`src/rtl/prog_ram.sv`:
```
// Program RAM: synchronous-read word memory with direct writes, a burst loader and a whole-memory clear.
// Optional per-word even parity is enabled by defining PROG_RAM_PARITY_EN.
module prog_ram #(
    parameter int DATA_W = 4,
    parameter int ADDR_W = 4
) (
    input  logic              clk,
    input  logic              rst_n,
    input  logic [ADDR_W-1:0] rd_addr,
    output logic [DATA_W-1:0] rd_data,
    input  logic              wr_en,
    input  logic [ADDR_W-1:0] wr_addr,
    input  logic [DATA_W-1:0] wr_data,
    input  logic              ld_start,
    input  logic [ADDR_W-1:0] ld_base,
    input  logic [ADDR_W:0]   ld_len,
    input  logic              ld_valid,
    input  logic [DATA_W-1:0] ld_data,
    output logic              ld_ready,
    input  logic              clr_start,
    input  logic              abort,
    output logic              busy,
    output logic              done,
    output logic              par_err
);
    localparam int DEPTH = 2**ADDR_W;

    localparam logic [1:0] S_IDLE  = 2'd0;
    localparam logic [1:0] S_LOAD  = 2'd1;
    localparam logic [1:0] S_CLEAR = 2'd2;
    localparam logic [1:0] S_DONE  = 2'd3;

    logic [1:0]        state;
    logic [ADDR_W-1:0] rd_addr_q;
    logic [ADDR_W-1:0] ptr;
    logic [ADDR_W:0]   rem;

    // Contents power up zero and are deliberately outside the reset domain.
    logic [DATA_W-1:0] mem [DEPTH] = '{default: '0};

    logic              we;
    logic [ADDR_W-1:0] waddr;
    logic [DATA_W-1:0] wdata;

    // Single write port shared by direct writes, load beats and clear.
    always_comb begin
        we    = 1'b0;
        waddr = wr_addr;
        wdata = wr_data;
        case (state)
            S_IDLE, S_DONE: we = wr_en;
            S_LOAD: begin
                we    = ld_valid && !abort;
                waddr = ptr;
                wdata = ld_data;
            end
            S_CLEAR: begin
                we    = !abort;
                waddr = ptr;
                wdata = '0;
            end
            default: we = 1'b0;
        endcase
    end

    always_ff @(posedge clk) begin
        if (we) mem[waddr] <= wdata;
    end

    assign rd_data  = mem[rd_addr_q];
    assign ld_ready = (state == S_LOAD);
    assign busy     = (state == S_LOAD) || (state == S_CLEAR);
    assign done     = (state == S_DONE);

    // LOAD and CLEAR share ptr/rem: CLEAR is a DEPTH-word sweep from address 0.
    always_ff @(posedge clk or negedge rst_n) begin
        if (!rst_n) begin
            state     <= S_IDLE;
            rd_addr_q <= '0;
            ptr       <= '0;
            rem       <= '0;
        end else begin
            rd_addr_q <= rd_addr;
            case (state)
                S_IDLE: begin
                    if (clr_start) begin
                        state <= S_CLEAR;
                        ptr   <= '0;
                        rem   <= (ADDR_W+1)'(DEPTH);
                    end else if (ld_start) begin
                        if (ld_len != '0) begin
                            state <= S_LOAD;
                            ptr   <= ld_base;
                            rem   <= ld_len;
                        end else begin
                            state <= S_DONE;
                        end
                    end
                end
                S_LOAD: begin
                    if (abort) begin
                        state <= S_IDLE;
                    end else if (ld_valid) begin
                        ptr <= ptr + ADDR_W'(1);
                        rem <= rem - (ADDR_W+1)'(1);
                        if (rem == (ADDR_W+1)'(1)) state <= S_DONE;
                    end
                end
                S_CLEAR: begin
                    if (abort) begin
                        state <= S_IDLE;
                    end else begin
                        ptr <= ptr + ADDR_W'(1);
                        rem <= rem - (ADDR_W+1)'(1);
                        if (rem == (ADDR_W+1)'(1)) state <= S_DONE;
                    end
                end
                default: state <= S_IDLE;
            endcase
        end
    end

`ifdef PROG_RAM_PARITY_EN
    logic par_mem [DEPTH] = '{default: 1'b0};

    always_ff @(posedge clk) begin
        if (we) par_mem[waddr] <= ^wdata;
    end

    assign par_err = ^{rd_data, par_mem[rd_addr_q]};
`else
    assign par_err = 1'b0;
`endif

endmodule

```
`config.mk`:
```
export PLATFORM = sky130hd
export DESIGN_NAME = prog_ram
export DESIGN_NICKNAME = d
export VERILOG_FILES = /design/src/rtl/prog_ram.sv
export SDC_FILE = /design/constraint.sdc
export NUM_CORES = 1
export LEC_CHECK = 0
export ABC_AREA = 1
export CORE_MARGIN = 1
export CORE_UTILIZATION = 61
export CTS_CLUSTER_SIZE = 10
export DETAILED_ROUTE_END_ITERATION = 16
export GPL_TIMING_DRIVEN = 0
export PLACE_DENSITY_LB_ADDON = 0.2
export SYNTH_ARGS = -nofsm -noshare
export SYNTH_HDL_FRONTEND = slang
export SYNTH_SLANG_ARGS = --single-unit
```
`constraint.sdc`:
```
create_clock -name clk -period 3.97 [get_ports clk]
set_clock_uncertainty 0.05 [all_clocks]
set_input_delay 0.794 -clock clk [delete_from_list [all_inputs] [get_ports clk]]
set_output_delay 0.794 -clock clk [all_outputs]
set_load 0.03 [all_outputs]
```
==> metrics.md <==
| Metric | Value |
|---|---|
| # IOs | 40 |
| Slowest CP cell | clkdlybuf4s50_1 |
| DP HPWL | 6359 um |
| ANT nets after route | 0 |
| Count leader, synth | nand2_1 |
| Total wire length | 8733 um |
| H-Tree Depth | 3 |
| Synth unique cells | 22 |
| Die area | 6852 um2 |
| CP Buf/Inv Count | 4 |
| Max Root-Sink Buffers | 2 |
| Core area | 6314 um2 |
| RSZ-0062 raised after global routing | no |
| Die Y-Extent | 82.78 um |
| Overflow after GRT | 0 |
| Synth top area cells | edfxtp_1 48%, nand2_1 15%, dfrtp_1 9.4%, nand3_1 7.9%, inv_1 7.2% |
| Register clock-pin slew on the reported worst setup and hold paths | 0.08 ns |
| Synthesized area | 3980 um2 |
| Part of the cycle the worst path needs | 0.8331 |
| Crit-path max FO | 10 |
| Worst setup SP type | register |
| Crit Path Class | register to primary output |
| P&R area growth vs syn | 16.94% |
| Most common library cells after synthesis | 164 x nand2_1, 76 x inv_1, 64 x edfxtp_1 |
| Effective utilization at floorplan | 0.6304 |
| Yosys top cell by area | edfxtp_1 |
| Top FF cell, synth | edfxtp_1 |
| Relative slew slack | 0.4990 |
| Hold Crit Class | register to register |
| Max cap viols | 0 |
| Worst endpoint required time | 3.13 ns |
| Total Neg Setup Slack | 0 ns |
| Maximum VDD drop | 0.6176 mV |
| Post-CTS Setup Inserts | 0 |
| Largest net degree at the start of global routing | 17 |
| Final setup viols | 0 |
| Clk_lat worst skew | 0.34 ns |
| Root buf cell | clkbuf_8 |
| CP peak stage delay | 0.66 ns |
| Drt pass-1 iters | 5 |
| Most common cell on crit path | nand3_1 |
| Cts repair resizes | 0 |
| CP arrival | 2.46 ns |
| PwrDens | 644.0 nW/um2 |
| Delay-heaviest family, CP | buffers and inverters |
| Detailed router's first-iteration violation count | 228 |
| Min Hold Slack | 0.4681 ns |
| Max Clock Freq | 302.3 MHz |
| Via count | 3086 |
| Number of vias per cell | 5.231 |
| Number of buffers added on ports | 38 |
| DR WL/cell | 14.80 um |
| Post-synth EDFFs | 64 |
| Gate Count Post-Synth | 459 |
| Synth warn | 0 |
| Outcome | complete, no violations |
| Syn_nets | 498 |
| Die X | 82.78 um |
| CTS tree | built |
| Placer Congestion | 0.8431 |
| GRT Total Usage | 0.2834 |
| Initial antenna violation count | 0 |
| Post-CTS Hold Buffers | 0 |
| Synth top area share | 0.4829 |
| Lkg Pwr | 2.162 nW |
| Mean Syn Cell Area | 8.671 um2 |
| Register area share after synthesis | 0.5772 |
| Final net count | 547 |
| CTS Buf Count | 9 |
| Rows | 29 |
| Worst setup EP type | primary output |
| Synth Register Bits | 79 |
| Total chip power | 2.998 mW |
| Vias in the first global route | 3037 |
| First-pass GRT wire length | 13880 um |
| Worst-margin pin slew | 0.7491 ns |
| Inserted Diodes | 0 |
| Hold Violations, Final | 0 |
| Tmin final | 3.308 ns |
| Max-slew violations | 0 |
| CP cell instances | buf_2 -> inv_1 -> buf_4 -> nand3_1 -> nand3_1 -> nand3_1 -> nand2_1 -> clkdlybuf4s50_1 |
| Asr flop ratio synth | 0.1899 |
| Layout cells sized above 1 | 0.07797 |
| Residual DRC count | 0 |
| Clk sinks | 79 |
## report_power, final
group,internal [mW],switching [mW]
clock,0.304,0.284
sequential,1.17,0.0750
combinational,0.350,0.818
total,1.82,1.18
## kinds of logic after synthesis
family | count (synthesis) | share of synthesized area
simple gates | 266 | 0.2817
buf+inv | 92 | 0.09494
flops | 79 | 0.5772
compound gates | 12 | 0.01886
fa+ha+maj | 7 | 0.02200
xor+xnor | 2 | 0.004402
other cells | 1 | 0.0009422
## tightest hold or removal path, cell delays in order (launching register included)
cell	delay, ns
dfrtp_1	0.37
nand2_1	0.06
nand2_1	0.05
## layout make-up
class / instances / area (um2)
Buffer: 15 / 88.84
Clock buffer: 10 / 137.6
Clock inverter: 6 / 60.06
Fill cell: 508 / 1659
Inverter: 77 / 289.0
Multi-Input combinational cell: 288 / 1305
Sequential cell: 79 / 2297
Tap cell: 77 / 96.34
Timing Repair Buffer: 38 / 380.4
## layer usage
layer / track usage / vias to the layer above / routed length [um]
met5: 0 / - / 0
met4: 0.1224 / 0 / 131
met1: 0.3447 / 1407 / 3500
met3: 0.03497 / 18 / 594
met2: 0.5049 / 121 / 4506
li1: - / 1540 / -
## cell usage in the layout, fill, tap and decap left out
master	instances
buf_4	6
dfrtp_1	15
o21ai_2	1
nand2_1	164
inv_2	1
o211ai_2	1
nor2_2	1
nand3_2	3
clkbuf_8	10
inv_1	76
clkdlybuf4s50_1	38
bufinv_16	1
clkinv_2	3
a22o_1	1
xnor2_1	2
nor2_1	30
ha_1	7
nand4_1	2
clkinvlp_4	2
edfxtp_1	64
clkbuf_1	1
nand2_2	1
o21ai_0	9
nand3_1	63
conb_1	1
nor2_4	2
buf_2	8
## state kept, by name, indices dropped and copies added, names as in the netlist
register / flops
mem: 64
rem: 5
ptr: 4
rd_addr_q: 4
state: 2
## path summary, 6_finish.rpt
path | startpoint | to | slack [ns] | cells after the start
max | rd_addr_q[1] | rd_data[1] | 0.66 | 8
max reg2reg | state[0] | mem[1][2] | 1.51 | 9
min reg2reg | ptr[3] | ptr[3] | 0.47 | 2
max in group asynchronous | rst_n | rem[4] | 2.56 | 1
min in group asynchronous | rst_n | ptr[3] | 0.84 | 1
min | ptr[3] | ptr[3] | 0.47 | 2
## metrics by stage
step           setup slack [ns]    util  cell area (um2)  instances
6_report                 0.6625  0.7372             4654        590
5_1_grt                  0.5858  0.7372             4654        590
4_1_cts                  0.6801  0.7372             4654        590
3_5_place_dp              1.053  0.7059             4457        574
3_3_place_gp              1.139  0.7059             4457        574
2_1_floorplan             1.867       -             3980        459
(Power assumes the default switching activity.)
